==> src/rtl/mem_arbiter_pkg.sv <==
`default_nettype none
// ============================================================================
//  Module   : mem_arbiter_pkg
//  Purpose  : Shared state encodings and requester side codes for the
//             instruction/data memory arbiter.
//  Revision : 1.0  initial release
// ============================================================================
package mem_arbiter_pkg;

  // FSM state encoding (explicit 2-bit width)
  localparam int unsigned c_STATE_W = 2;
  localparam logic [c_STATE_W-1:0] c_ST_IDLE = 2'd0;
  localparam logic [c_STATE_W-1:0] c_ST_BUSY = 2'd1;
  localparam logic [c_STATE_W-1:0] c_ST_DONE = 2'd2;

  // Requester side codes; also used as bit indices into the request vector
  localparam logic c_SIDE_I = 1'b0;
  localparam logic c_SIDE_D = 1'b1;

endpackage
`default_nettype wire

==> src/rtl/mem_arbiter_rr_pick2.sv <==
`default_nettype none
// ============================================================================
//  Module   : rr_pick2
//  Purpose  : Combinational two-way round-robin selector. A lone request wins
//             outright; on a tie the side that was not served last wins.
//  Revision : 1.0  initial release
// ============================================================================
module rr_pick2
  import mem_arbiter_pkg::*;
(
  input  logic [1:0] reqs,   // bit c_SIDE_I = I request, bit c_SIDE_D = D request
  input  logic       last,   // side granted most recently
  output logic       valid,  // at least one request pending
  output logic       side    // selected side when valid
);

  // Pick the winner: tie alternates away from the last grant
  always_comb begin
    valid = |reqs;
    side  = c_SIDE_I;
    if (reqs[c_SIDE_I] && reqs[c_SIDE_D]) begin
      side = ~last;
    end else if (reqs[c_SIDE_D]) begin
      side = c_SIDE_D;
    end
  end

endmodule
`default_nettype wire

==> src/rtl/mem_arbiter.sv <==
`default_nettype none
// ============================================================================
//  Module   : mem_arbiter
//  Purpose  : Shares one main-memory port between the I-side and D-side cache
//             controllers. Round-robin on contention, one access in flight,
//             watchdog abort with ERR pulse if memory never answers.
//  Revision : 1.0  initial release
// ============================================================================
module mem_arbiter
  import mem_arbiter_pkg::*;
#(
  parameter int AW      = 32,
  parameter int DW      = 32,
  parameter int TIMEOUT = 64
) (
  input  logic          CLK,
  input  logic          RST,
  input  logic          IREQ,
  input  logic [AW-1:0] IADDR,
  output logic          IRDY,
  input  logic          DREQ,
  input  logic          DWE,
  input  logic [AW-1:0] DADDR,
  input  logic [DW-1:0] DDIN,
  output logic          DRDY,
  output logic [DW-1:0] RDATA,
  output logic          MREQ,
  output logic [AW-1:0] MADDR,
  output logic          MWE,
  output logic [DW-1:0] MWDATA,
  input  logic [DW-1:0] MRDATA,
  input  logic          MRDY,
  output logic          ERR
);

  // Abort fires at TIMEOUT-1, so the counter never needs to reach TIMEOUT
  localparam int unsigned      c_CW       = $clog2(TIMEOUT);
  localparam logic [c_CW-1:0]  c_CNT_LAST = c_CW'(TIMEOUT - 1);

  logic [c_STATE_W-1:0] r_state;
  logic [c_STATE_W-1:0] w_next_state;
  logic [c_CW-1:0]      r_cnt;
  logic                 r_gnt;
  logic                 r_last;
  logic                 w_pick_valid;
  logic                 w_pick_side;
  logic                 w_grant;
  logic                 w_complete;
  logic                 w_abort;

  rr_pick2 u_pick (
    .reqs  ({DREQ, IREQ}),
    .last  (r_last),
    .valid (w_pick_valid),
    .side  (w_pick_side)
  );

  // State register
  always_ff @(posedge CLK or posedge RST) begin
    if (RST) begin
      r_state <= c_ST_IDLE;
    end else begin
      r_state <= w_next_state;
    end
  end

  // Next-state logic
  always_comb begin
    w_next_state = r_state;
    case (r_state)
      c_ST_IDLE: if (w_grant) w_next_state = c_ST_BUSY;
      c_ST_BUSY: if (w_complete || w_abort) w_next_state = c_ST_DONE;
      c_ST_DONE: w_next_state = c_ST_IDLE;
      default:   w_next_state = c_ST_IDLE;
    endcase
  end

  // FSM event decode: grant, memory completion, watchdog abort (MRDY wins)
  always_comb begin
    w_grant    = (r_state == c_ST_IDLE) && w_pick_valid;
    w_complete = (r_state == c_ST_BUSY) && MRDY;
    w_abort    = (r_state == c_ST_BUSY) && !MRDY && (r_cnt == c_CNT_LAST);
  end

  // Datapath, watchdog counter and completion pulses
  always_ff @(posedge CLK or posedge RST) begin
    if (RST) begin
      MREQ   <= 1'b0;
      MWE    <= 1'b0;
      MADDR  <= '0;
      MWDATA <= '0;
      RDATA  <= '0;
      IRDY   <= 1'b0;
      DRDY   <= 1'b0;
      ERR    <= 1'b0;
      r_cnt  <= '0;
      r_gnt  <= c_SIDE_I;
      r_last <= c_SIDE_D;
    end else begin
      // Pulses last exactly one cycle (the DONE cycle)
      IRDY <= 1'b0;
      DRDY <= 1'b0;
      ERR  <= 1'b0;
      if (w_grant) begin
        MREQ   <= 1'b1;
        r_gnt  <= w_pick_side;
        r_last <= w_pick_side;
        r_cnt  <= '0;
        if (w_pick_side == c_SIDE_D) begin
          MADDR  <= DADDR;
          MWE    <= DWE;
          MWDATA <= DDIN;
        end else begin
          MADDR  <= IADDR;
          MWE    <= 1'b0;
        end
      end else if (w_complete || w_abort) begin
        MREQ <= 1'b0;
        MWE  <= 1'b0;
        if (w_abort) begin
          RDATA <= '0;
          ERR   <= 1'b1;
        end else if (!MWE) begin
          RDATA <= MRDATA;
        end
        if (r_gnt == c_SIDE_D) DRDY <= 1'b1;
        else                   IRDY <= 1'b1;
      end else if (r_state == c_ST_BUSY) begin
        r_cnt <= r_cnt + c_CW'(1);
      end
    end
  end

endmodule
`default_nettype wire

==> config.mk <==
export PLATFORM = sky130hd
export DESIGN_NAME = mem_arbiter
export DESIGN_NICKNAME = d
export VERILOG_FILES = /design/src/rtl/mem_arbiter_pkg.sv /design/src/rtl/mem_arbiter_rr_pick2.sv /design/src/rtl/mem_arbiter.sv
export SDC_FILE = /design/constraint.sdc
export NUM_CORES = 1
export LEC_CHECK = 0
export CAP_MARGIN = 20
export CORE_UTILIZATION = 40
export DETAILED_ROUTE_END_ITERATION = 8
export PLACE_DENSITY_LB_ADDON = 0.1
export SETUP_SLACK_MARGIN = 0.05
export SYNTH_ARGS = -nofsm -noshare
export SYNTH_HDL_FRONTEND = slang
export SYNTH_SLANG_ARGS = --single-unit
==> constraint.sdc <==
create_clock -name CLK -period 7.6 [get_ports CLK]
set_input_delay 1.14 -clock CLK [delete_from_list [all_inputs] [get_ports CLK]]
set_output_delay 1.14 -clock CLK [all_outputs]
set_load 0.05 [all_outputs]
Word-level counts from Yosys, hierarchy flattened
Cells that the tools add are included.
{"block": "classes", "n_reduce_logical": 15, "n_bitwise": 2, "n_eq_ne": 6, "add_sub_neg": 1, "mux": 24}
{"operator": "32-bit two-way mux", "count": 3}
{"operator": "6-bit two-way mux", "count": 3}
{"operator": "1-bit two-way mux", "count": 15}
{"operator": "6-bit by 1-bit adder with 6-bit output (second input constant)", "count": 1}
{"operator": "6-bit equality test (second input constant)", "count": 1}
{"operator": "2-bit AND reduction", "count": 3}
{"operator": "1-bit logical AND", "count": 5}
{"operator": "2-bit two-way mux", "count": 2}
{"operator": "2-bit by 1-bit != test with 1-bit output (second input constant)", "count": 2}
{"operator": "2-bit != test (second input constant)", "count": 2}
{"operator": "2-bit case mux with 2 select lines", "count": 1}
{"operator": "2-bit nonzero test", "count": 2}
{"operator": "3-bit AND reduction", "count": 1}
{"operator": "2-bit by 1-bit equality test with 1-bit output (second input constant)", "count": 1}
{"operator": "2-bit zero test", "count": 1}
{"operator": "1-bit NOT", "count": 2}
{"operator": "2-bit OR reduction", "count": 1}
{"operator": "1-bit zero test", "count": 1}
{"operator": "1-bit logical OR", "count": 1}
{"block": "word_totals", "output_inout_bits": 101, "ff_bits": 111}

Longest topological paths before layout
Gate-level depths: netlist (run 1).
{"block": "depth", "ltp_word": 6, "depth_mapped": 6, "mapped_depth_nobuf": 5}

By module
A second synthesis (run 1) with hierarchy kept.
{"block": "unflattened", "hier_cells": 410, "hier_area_um2": 4759.6}
{"mod": "mem_arbiter", "area_per_inst_um2": 4745.8, "instances": 1, "seq_area_each_um2": 2778.9, "cells_each": 408}
{"mod": "rr_pick2", "area_per_inst_um2": 13.8, "instances": 1, "seq_area_each_um2": 0.0, "cells_each": 2}

Least setup slack after synthesis (run 1)
No wires, ideal clock.
{"block": "synth_timing", "path_kind": "input-to-reg", "from": "input DREQ", "to": "register MWDATA[10]", "required_ps": 7475, "slack_ps": 5235, "path_buffers": 3, "setup_ps": 125, "stages": 6, "arrival_time_ps": 2240, "path_cell_list": "a21boi_0 buf_2 nor2b_1 buf_2 buf_4 mux2_2"}
{"block": "synth_between", "elab_chain_cells": 3, "elab_cells_between_ends": 6}
{"element": "from (decl)", "line_no": "mem_arbiter.sv:21", "text": "input logic DREQ,"}
{"element": "1-bit two-way mux, or another cell as far along", "line_no": "mem_arbiter_rr_pick2.sv:23", "text": "end else if (reqs[c_SIDE_D]) begin"}
{"element": "1-bit two-way mux or 1-bit logical AND (tied branches)", "line_no": "mem_arbiter_rr_pick2.sv:21, mem_arbiter.sv:80"}
{"element": "2-bit AND reduction (no line) (*)"}
{"element": "to (signal assigned)", "line_no": "mem_arbiter.sv:91", "text": "MWDATA <= '0;"}
{"element": "to (signal assigned)", "line_no": "mem_arbiter.sv:112", "text": "MWDATA <= DDIN;"}
{"element": "to (decl)", "line_no": "mem_arbiter.sv:30", "text": "output logic [DW-1:0] MWDATA,"}
Mark *: on every way between the ends. The rest lies on a longest branch, timed or not.
A chain may end at the register's enable or synchronous reset.

Worst setup path after layout (run 1)
{"block": "layout_timing", "from": "input DREQ", "to": "register MWDATA[23]"}
Same word-level chain as after synthesis.

==> results of run 1 <==
==> metal layers <==
metal / GRT usage [%] / vias up / part of all wire, %
met5: 0 / - / 0
met4: 7.73 / 0 / 1.8
met3: 5.60 / 14 / 7.1
met2: 33.2 / 160 / 48
met1: 27.2 / 1843 / 43
li1: - / 1907 / -
==> placed cells by master, fill, tap and decap left out, types with 2 or more instances in the layout <==
cell / instances
dfrtp_1: 110
mux2i_1: 35
a21o_1: 3
clkbuf_1: 2
a41oi_1: 2
nor2_1: 2
clkbuf_16: 9
nand2_1: 68
inv_1: 2
o21ai_1: 2
nor3_1: 3
o21ai_0: 100
o211ai_1: 2
bufinv_16: 3
clkbuf_8: 2
or2_1: 2
and3_1: 2
nand3_1: 2
buf_4: 7
mux2_2: 32
clkdlybuf4s50_1: 234
==> kinds of logic after synthesis <==
kind of cell	share of synthesized area [%]
DFF	58.9
buffers and inverters	3.64
AOI/OAI and AO/OA	12.9
adders and majority gates	0.265
muxes	15.1
and+or+nand+nor	9.16
==> layout make-up <==
type,count,area share [%]
sequential,111,36.9
inverter,3,0.183
clock buffer,13,3.45
tap,143,2.37
clock inverter,3,1.19
timing repair buffer,242,32.1
multi-input combinational,276,23.8
==> power groups by stage <==
stage	registers [mW]	logic [mW]	clock network, mW
5_1_grt	1.06	2.14	0.582
2_1_floorplan	1.91	0.423	0
3_5_place_dp	1.03	2.04	0
3_3_place_gp	1.02	2.01	0
4_1_cts	1.03	2.04	0.553
6_report	1.02	2.04	0.540
==> how the worst max path moves through the flow <==
| stage | endpoint | depth (start not counted) | slack (ns) | from |
|---|---|---|---|---|
| after floorplan | DRDY$_DFF_PP0_ | 1 | 3.53 | RST |
| after global placement | MWDATA[7]$_DFFE_PP0P_ | 6 | 4.18 | DREQ |
| after detailed placement | MWDATA[14]$_DFFE_PP0P_ | 6 | 4.12 | DREQ |
| after CTS | RDATA[10]$_DFFE_PP0P_ | 4 | 4.45 | MRDY |
| after global routing | RDATA[10]$_DFFE_PP0P_ | 4 | 4.33 | MRDY |
| final | MWDATA[23]$_DFFE_PP0P_ | 6 | 4.49 | DREQ |
==> synthesized netlist by cell type <==
master       n  area (um^2)
a211oi_1     1         7.51
a21boi_0     1         7.51
a21o_1       3         22.5
a21oi_1      1         5.00
a31oi_1      1         6.26
a32o_1       1         10.0
a41oi_1      2         17.5
and2_1       1         6.26
and3_1       2         12.5
and3b_1      1         8.76
and4b_1      1         10.0
buf_2        5         25.0
buf_4        3         22.5
buf_6        3         33.8
clkbuf_1    21         78.8
dfrtp_1    110         2750
dfstp_2      1         26.3
ha_1         1         12.5
inv_1        3         11.3
mux2_2      32          360
mux2i_1     35          350
nand2_1     68          255
nand2b_1     1         6.26
nand3_1      2         10.0
nand4bb_1    1         11.3
nor2_1       3         11.3
nor2b_1      2         12.5
nor3_1       3         15.0
nor3_4       1         16.3
nor3b_1      1         7.51
nor4_1       1         6.26
nor4b_1      1         8.76
nor4bb_1     1         10.0
o211ai_1     2         15.0
o21ai_0    100          500
o21ai_1      2         10.0
o21bai_1     1         7.51
or2_1        2         12.5
or3b_4       1         11.3
==> flip-flops by register name (all words and copies together), names as in the netlist, 2 cells and up <==
name and count:
RDATA 32, MWDATA 32, r_cnt 6, MADDR 32
r_state 2
==> worst max-delay path: stages <==
cell,delay (ns)
clkdlybuf4s50_1,0.52
a21boi_4,0.18
buf_4,0.44
nor2b_2,0.23
buf_4,0.39
mux2_2,0.39
==> per-stage QoR <==
| step | total power [mW] | setup slack (ns) |
|---|---|---|
| floorplan | 2.34 | 3.53 |
| global placement | 3.03 | 4.18 |
| detailed placement | 3.07 | 4.12 |
| CTS | 3.62 | 4.45 |
| global route | 3.78 | 4.33 |
| finish | 3.60 | 4.49 |
==> results.cfg, run 1 <==
[clock_network]
post_cts_hold_buffer_count = 0
cts_inserted_buffers = 9
tritoncts_num_sinks = 111
cts_tree = yes
clkLatencyLatePin_ns = 0.34
max-clock-path-buffers = 2
cts.root.buffer_cell = clkbuf_16
post_cts_resized = 0
htreeDepth = 3
postCtsSetupBuffers = 0
worst_setup_hold_path_clk_slew_ns = 0.07

[flow_run]
max_cap_violations = 0

[final_layout]
utilization_pct = 65.8
insertedDiodeCount = 0
number_of_nets_in_the_layout = 778
fraction_of_layout_cells_with_a_size_suffix_above_1_pct = 9.57
sequential_cell_area_um2 = 2780
layoutNonFillerInstCount = 791
layout-area-overhead-vs-synth_pct = 59.9
finalInstanceArea_um2 = 7540
fillers = 952
multi_input_comb_area_um2 = 1800

[setup_path]
r2r_end = RDATA[10]$_DFFE_PP0P_
critPathMaxFanout = 35
critical_path_required_ns = 7.82
crit_path_start_kind = primary input
ff2ff_path_depth = 3
r2r_setup_slack_ns = 5.32
critPathCaptureType = register
timing.rr.start = r_state[0]$_DFFE_PP0P_
worst-setup-path-type = primary input to register
timing.critical_path.arrival_ns = 3.33

[run_status]
status = finished clean

[timing]
whs_ns = 0.464
final-hold-violation-count = 0
max_slew.worst_pin.slew_ns = 1.02
fin_skew_ns = 0.00536
rsz0062_at_grt = no
layout_worst_path_cycle_share_pct = 40.9
maxClockFrequency_mhz = 321
fin_tns_setup_ns = 0
layout_min_cycle_time_ns = 3.11
max_slew_margin_pct = 32.0
final_report_setup_violation_count = 0
report.final.slew_viol_count = 0

[pwr]
power_switching_share_pct = 46.6
p_per_area_nw_per_um2 = 477
internal_power_mw = 1.92
power.combinational.fraction_pct = 56.6
part_of_the_power_in_registers_pct = 28.4
switchingPower_mw = 1.68
worst_ir_drop_on_vdd_v = 0.000273
clock_power_share_pct = 15.0
static-leakage-power_nw = 3.18

[yosys]
syn_inst = 422
postSynthNetCount = 557
post_synth_num_cell_types = 39
synth_area_um2 = 4710
synth_area_per_cell_um2 = 11.2
yosys_warnings = 0
sequential_cell_area_fraction_in_the_yosys_report_pct = 58.9
postSynthRegisterBits = 111

[detailed_routing]
per_cell_via_count_in_the_routed_design = 4.96
postRouteWirelength_um = 12300
drc = 0
wire_per_inst_um = 15.5
detailroute.via_count = 3924
dr.pass1.iters = 5
detail_route.iter0.violations = 250
antenna_left = 0

[die]
die-area_um2 = 12200
ioPinCount = 235
start_util_pct = 41.1
die-width_um = 111
placeableCoreArea_um2 = 11500
height_of_the_die_um = 111
placement_rows = 39

[placement]
port_buffers = 234
hpwlAfterDp_um = 8660
place.gp.congestion = 0.779
post_dp_cell_area_um2 = 7160
placed_cells = 774

[grt]
grt_first_pass_wirelength_um = 20300
overflow = 0
grt_use_total_pct = 20.8
initial_antenna_violation_count = 0
first_global_vias = 3958
grt_start_max_net_pins = 72

[worst_hold_path]
hold-path-cell-count = 1
hp-start = r_gnt$_DFFE_PP0P_
hold-path-endpoint = IRDY$_DFF_PP0_
hold_path.class = register to register
Note: power is estimated with default switching activity, not from simulation.
==> inputs of run 2 (changes only) <==
==> constraint.sdc (replaced) <==
create_clock -name CLK -period 2.9 [get_ports CLK]
set_input_delay 0.435 -clock CLK [delete_from_list [all_inputs] [get_ports CLK]]
set_output_delay 0.435 -clock CLK [all_outputs]
set_load 0.05 [all_outputs]
==> results.cfg, run 2 (synthesized netlist as in run 1, its figures left out) <==
[setup_path]
timing.critical_path.buf_inv = 1
critPathTopFamily = simple AND/OR/NAND/NOR gates
critPathSlowestCell = or2_1
worst-setup-path-type = register to register
timing.critical_path.arrival_ns = 2.36
critPathMaxFanout = 34
critPathCaptureType = register
worst_path_largest_cell_delay_ns = 0.51
crit_path_start_kind = register
critical_path_required_ns = 3.12
critical_path_cell_by_cell = or2_1 -> nor2b_2 -> buf_4 -> mux2_2

[timing]
rsz0062_at_grt = no
fin_tns_setup_ns = 0
report.final.slew_viol_count = 0
final-hold-violation-count = 0
layout_min_cycle_time_ns = 2.14
max_slew.worst_pin.slew_ns = 0.654
maxClockFrequency_mhz = 467
max_slew_margin_pct = 56.4
final_critical_path_setup_slack_ns = 0.759
whs_ns = 0.449
final_report_setup_violation_count = 0
fin_skew_ns = 0.00545
layout_worst_path_cycle_share_pct = 73.8

[final_layout]
fillers = 931
fraction_of_layout_cells_with_a_size_suffix_above_1_pct = 9.72
finalInstanceArea_um2 = 7490
number_of_nets_in_the_layout = 779
layoutNonFillerInstCount = 791
layout-area-overhead-vs-synth_pct = 58.9
leading_cell_types_in_the_layout_fill_and_taps_excluded = 234 x clkdlybuf4s50_1, 110 x dfrtp_1, 100 x o21ai_0
layout_top_registers = MADDR (32), MWDATA (32), RDATA (32)
insertedDiodeCount = 0
layout.cells.most_common = clkdlybuf4s50_1

[die]
start_util_pct = 41.1
ioPinCount = 235
die-width_um = 111
placeableCoreArea_um2 = 11500
height_of_the_die_um = 111
placement_rows = 39
die-area_um2 = 12200

[pwr]
worst_ir_drop_on_vdd_v = 0.000765
p_per_area_nw_per_um2 = 1230
static-leakage-power_nw = 3.15

[detailed_routing]
dr.pass1.iters = 4
antenna_left = 0
drc = 0
wire_per_inst_um = 15.7
per_cell_via_count_in_the_routed_design = 4.99
postRouteWirelength_um = 12400
detail_route.iter0.violations = 213
detailroute.via_count = 3945

[placement]
placed_cells = 776
post_dp_cell_area_um2 = 7190
hpwlAfterDp_um = 8770
place.gp.congestion = 0.719
pre_cts_slack_ns = 0.651
port_buffers = 234

[worst_hold_path]
hold_path.class = register to register

[clock_network]
tritoncts_num_sinks = 111
post_cts_resized = 0
cts.root.buffer_cell = clkbuf_16
worst_setup_hold_path_clk_slew_ns = 0.07
cts_inserted_buffers = 9
htreeDepth = 3
post_cts_hold_buffer_count = 0
cts_tree = yes
clkLatencyLatePin_ns = 0.34
max-clock-path-buffers = 2
postCtsSetupBuffers = 0

[grt]
grt_first_pass_wirelength_um = 20700
first_global_vias = 4098
overflow = 0
grt_use_total_pct = 21.0
initial_antenna_violation_count = 0
grt_start_max_net_pins = 112

[run_status]
status = finished clean

[flow_run]
max_cap_violations = 0
==> run 2: cell types whose count changed in the layout (fill, tap and decap cells not counted) <==
cell	previous run	this run
inv_4	1	0
bufinv_16	3	1
buf_12	0	1
buf_4	7	8
clkinvlp_4	0	2
buf_16	1	0
clkinv_2	0	1
clkbuf_1	2	1
==> run 2: worst paths after layout <==
path | from | endpoint | slack, ns | cells after the start
hold reg to reg | r_gnt$_DFFE_PP0P_ | IRDY$_DFF_PP0_ | 0.45 | 1
max in group asynchronous | RST | RDATA[5]$_DFFE_PP0P_ | 1.78 | 3
hold / removal | r_gnt$_DFFE_PP0P_ | IRDY$_DFF_PP0_ | 0.45 | 1
setup / recovery | r_state[1]$_DFFE_PP0P_ | MWDATA[8]$_DFFE_PP0P_ | 0.76 | 4
min in group asynchronous | RST | RDATA[3]$_DFFE_PP0P_ | 0.59 | 3
setup reg to reg | r_state[1]$_DFFE_PP0P_ | MWDATA[8]$_DFFE_PP0P_ | 0.76 | 4
==> run 2: cell type report <==
class	count	area, um^2	area share (%)
clock buffer	12	256	3.42
tap	143	179	2.39
inverter	3	15.0	0.200
multi-input combinational	276	1800	24.0
clock inverter	3	42.5	0.568
sequential	111	2780	37.1
timing repair buffer	243	2420	32.3
==> run 2: power breakdown <==
group / internal [mW] / switching (mW) / leakage [nW]
combinational: 1.85 / 3.48 / 1.64
clock: 0.712 / 0.526 / 0.145
sequential: 2.27 / 0.394 / 1.36
==> run 2: stage by stage <==
stage / utilization [%] / power (mW)
2_1_floorplan: - / 6.12
4_1_cts: 65.3 / 9.31
3_5_place_dp: 62.7 / 8.06
3_3_place_gp: 62.7 / 7.95
5_1_grt: 65.3 / 9.71
6_report: 65.3 / 9.23
==> run 2: worst reg2reg max path, cell delays in order, from the launching register on <==
cell     delay [ns]
dfrtp_1        0.48
or2_1          0.51
nor2b_2        0.23
buf_4          0.40
mux2_2         0.40
==> run 2: layer usage <==
layer  global-route usage (%)  up-vias  wire (um)
met3                     5.87       15        868
li1                         -     1907          -
met4                     7.20        0        189
met5                        0        -          0
met2                     34.3      156       6070
met1                     26.9     1867       5270
==> edit: new RTL, settings of run 1 <==
Change the parameter `TIMEOUT` from 64 to 128.
--- a/src/rtl/mem_arbiter.sv
+++ b/src/rtl/mem_arbiter.sv
@@ -11,7 +11,7 @@
 #(
   parameter int AW      = 32,
   parameter int DW      = 32,
-  parameter int TIMEOUT = 64
+  parameter int TIMEOUT = 128
 ) (
   input  logic          CLK,
   input  logic          RST,
Check against the original RTL: no difference found for any inputs over 10 cycles, from zero or initial values and one cycle with RST high; that may be too few to reach the edited logic, so the function may still have changed.
==> edit against run 1 <==
- sequential cell count increased by 1
- final area is 3.3% higher
- worst setup slack improved by 0.24 ns
- die area increased by 3.9%
- synthesized area grew 4.0%
- routed wire length rose by 1.7%
- power is 5.6% higher
- count of clock-buffer cells in the layout grew 2
==> edit: results (changes against run 1) <==
detailed_routing:
  dr_wl_met3_um: 1060  # +22%
  drt_iter0_markers: 269  # +7.6%
  via_per_inst: 5.13  # +3.5%
  drt-met1-wl_um: 4920  # -6.1%
  dr.pass1.iters: 6  # +1
  wl_met2_um: 6310  # +6.2%
  vias: 3921  # -0.076%
critical_path:
  slowest_delay_ns: 0.83  # +0.31 ns
  rrSetupSlack_ns: 5.54  # +0.22 ns
  timing.rr.start: "r_cnt[0]$_DFFE_PP0P_"
  crit_slowest_cell: "nor4bb_4"
  r2r_cells: 5  # +2
  cp_max_fo: 18  # -49%
  reg2reg_to: "RDATA[25]$_DFFE_PP0P_"
sta:
  skew_ns: 0.00486  # -0.000501 ns
  worstMarginPinSlew_ns: 0.855  # -0.161 ns
clocking:
  clkSinkCount: 112  # +0.90%
  h-tree-depth: 3  # unchanged
grt:
  grt_pass1_wl_um: 20000  # -1.5%
  globalRouteMet1Util_pct: 23.6  # -3.7 points
  use_met2_pct: 34.8  # +1.6 points
  grt_util_met3_pct: 6.91  # +1.3 points
  grt_max_degree: 66  # -8.3%
  grt_pass1_vias: 4037  # +2.0%
placed_design:
  placed_cells: 746  # -3.6%
  pre_cts_slack_ns: 3.86  # -0.255 ns
  place_hpwl_um: 9150  # +5.6%
  placed_area_um2: 7400  # +3.4%
  place.gp.congestion: 0.750  # -3.7%
run_status:
  outcome: "completed"
power_and_ir_drop:
  p_leak_nw: 3.20  # +0.67%
  ir_drop_uv: 355  # +30%
  switching_share_pct: 46.1  # -0.59 points
finish:
  clk_share_pct: 4.34  # -0.31 points
  fillCellCount: 944  # -0.84%
  nonClkBufAreaFrac_pct: 31.4  # -0.70 points
  area_growth_pct: 58.9
  nClkBuffers: 15  # +2
  drive_gt1_share_pct: 20.6  # +11 points
  multi_input_area_share_pct: 25.7  # +1.9 points
yosys:
  syn_area_um2: 4900  # +4.0%
  ys_types: 38  # -2.6%
  syn_inst: 385  # -8.8%
  syn-num-nets: 520  # -6.6%
  netlist_top_cells_count: "dfrtp_1 (111), mux2_2 (96), o21ai_0 (38)"
  yosys-top-cells-area: "dfrtp_1 (57%), mux2_2 (22%), a22oi_1 (4.9%), o21ai_0 (3.9%), nand2_1 (2.5%)"
[edit: changes by cell type after synthesis, sizes merged, moves of 2 or more]
| cell | before | now |
|---|---|---|
| nand2 | 68 | 33 |
| nor3 | 4 | 2 |
| nor2b | 2 | 0 |
| mux2 | 32 | 96 |
| o211ai | 2 | 0 |
| a21oi | 1 | 5 |
| a22oi | 0 | 32 |
| nor2 | 3 | 5 |
| clkbuf | 21 | 15 |
| o21ai | 102 | 38 |
| mux2i | 35 | 3 |
[edit: power by group through the flow]
stage	registers [mW]	logic, mW	clock network [mW]
finish	1.06	2.23	0.513
global route	1.10	2.33	0.550
CTS	1.06	2.23	0.526
detailed placement	1.07	2.22	0
global placement	1.05	2.19	0
floorplan	1.97	0.568	0
[edit: worst max path at each step]
| stage | slack, ns | endpoint | depth (start not counted) | start |
|---|---|---|---|---|
| floorplan | 3.50 | DRDY$_DFF_PP0_ | 1 | RST |
| global placement | 3.97 | MWDATA[11]$_DFFE_PP0P_ | 5 | DREQ |
| detailed placement | 3.86 | MWDATA[25]$_DFFE_PP0P_ | 5 | DREQ |
| CTS | 4.27 | MWDATA[25]$_DFFE_PP0P_ | 5 | DREQ |
| global route | 4.58 | RDATA[20]$_DFFE_PP0P_ | 5 | MRDY |
| finish | 4.73 | RDATA[20]$_DFFE_PP0P_ | 5 | MRDY |
[edit: kinds of logic (layout without fill, tap and decap cells)]
kind of cell	after synthesis	in the layout	share of synthesized area [%]
flip-flops	112	112	57.2
AO/OA/AOI/OAI	86	86	11.1
buffers and inverters	28	260	2.55
adder cells (fa/ha/maj)	1	1	0.255
multiplexers	99	99	22.7
AND/OR/NAND/NOR	59	59	6.25
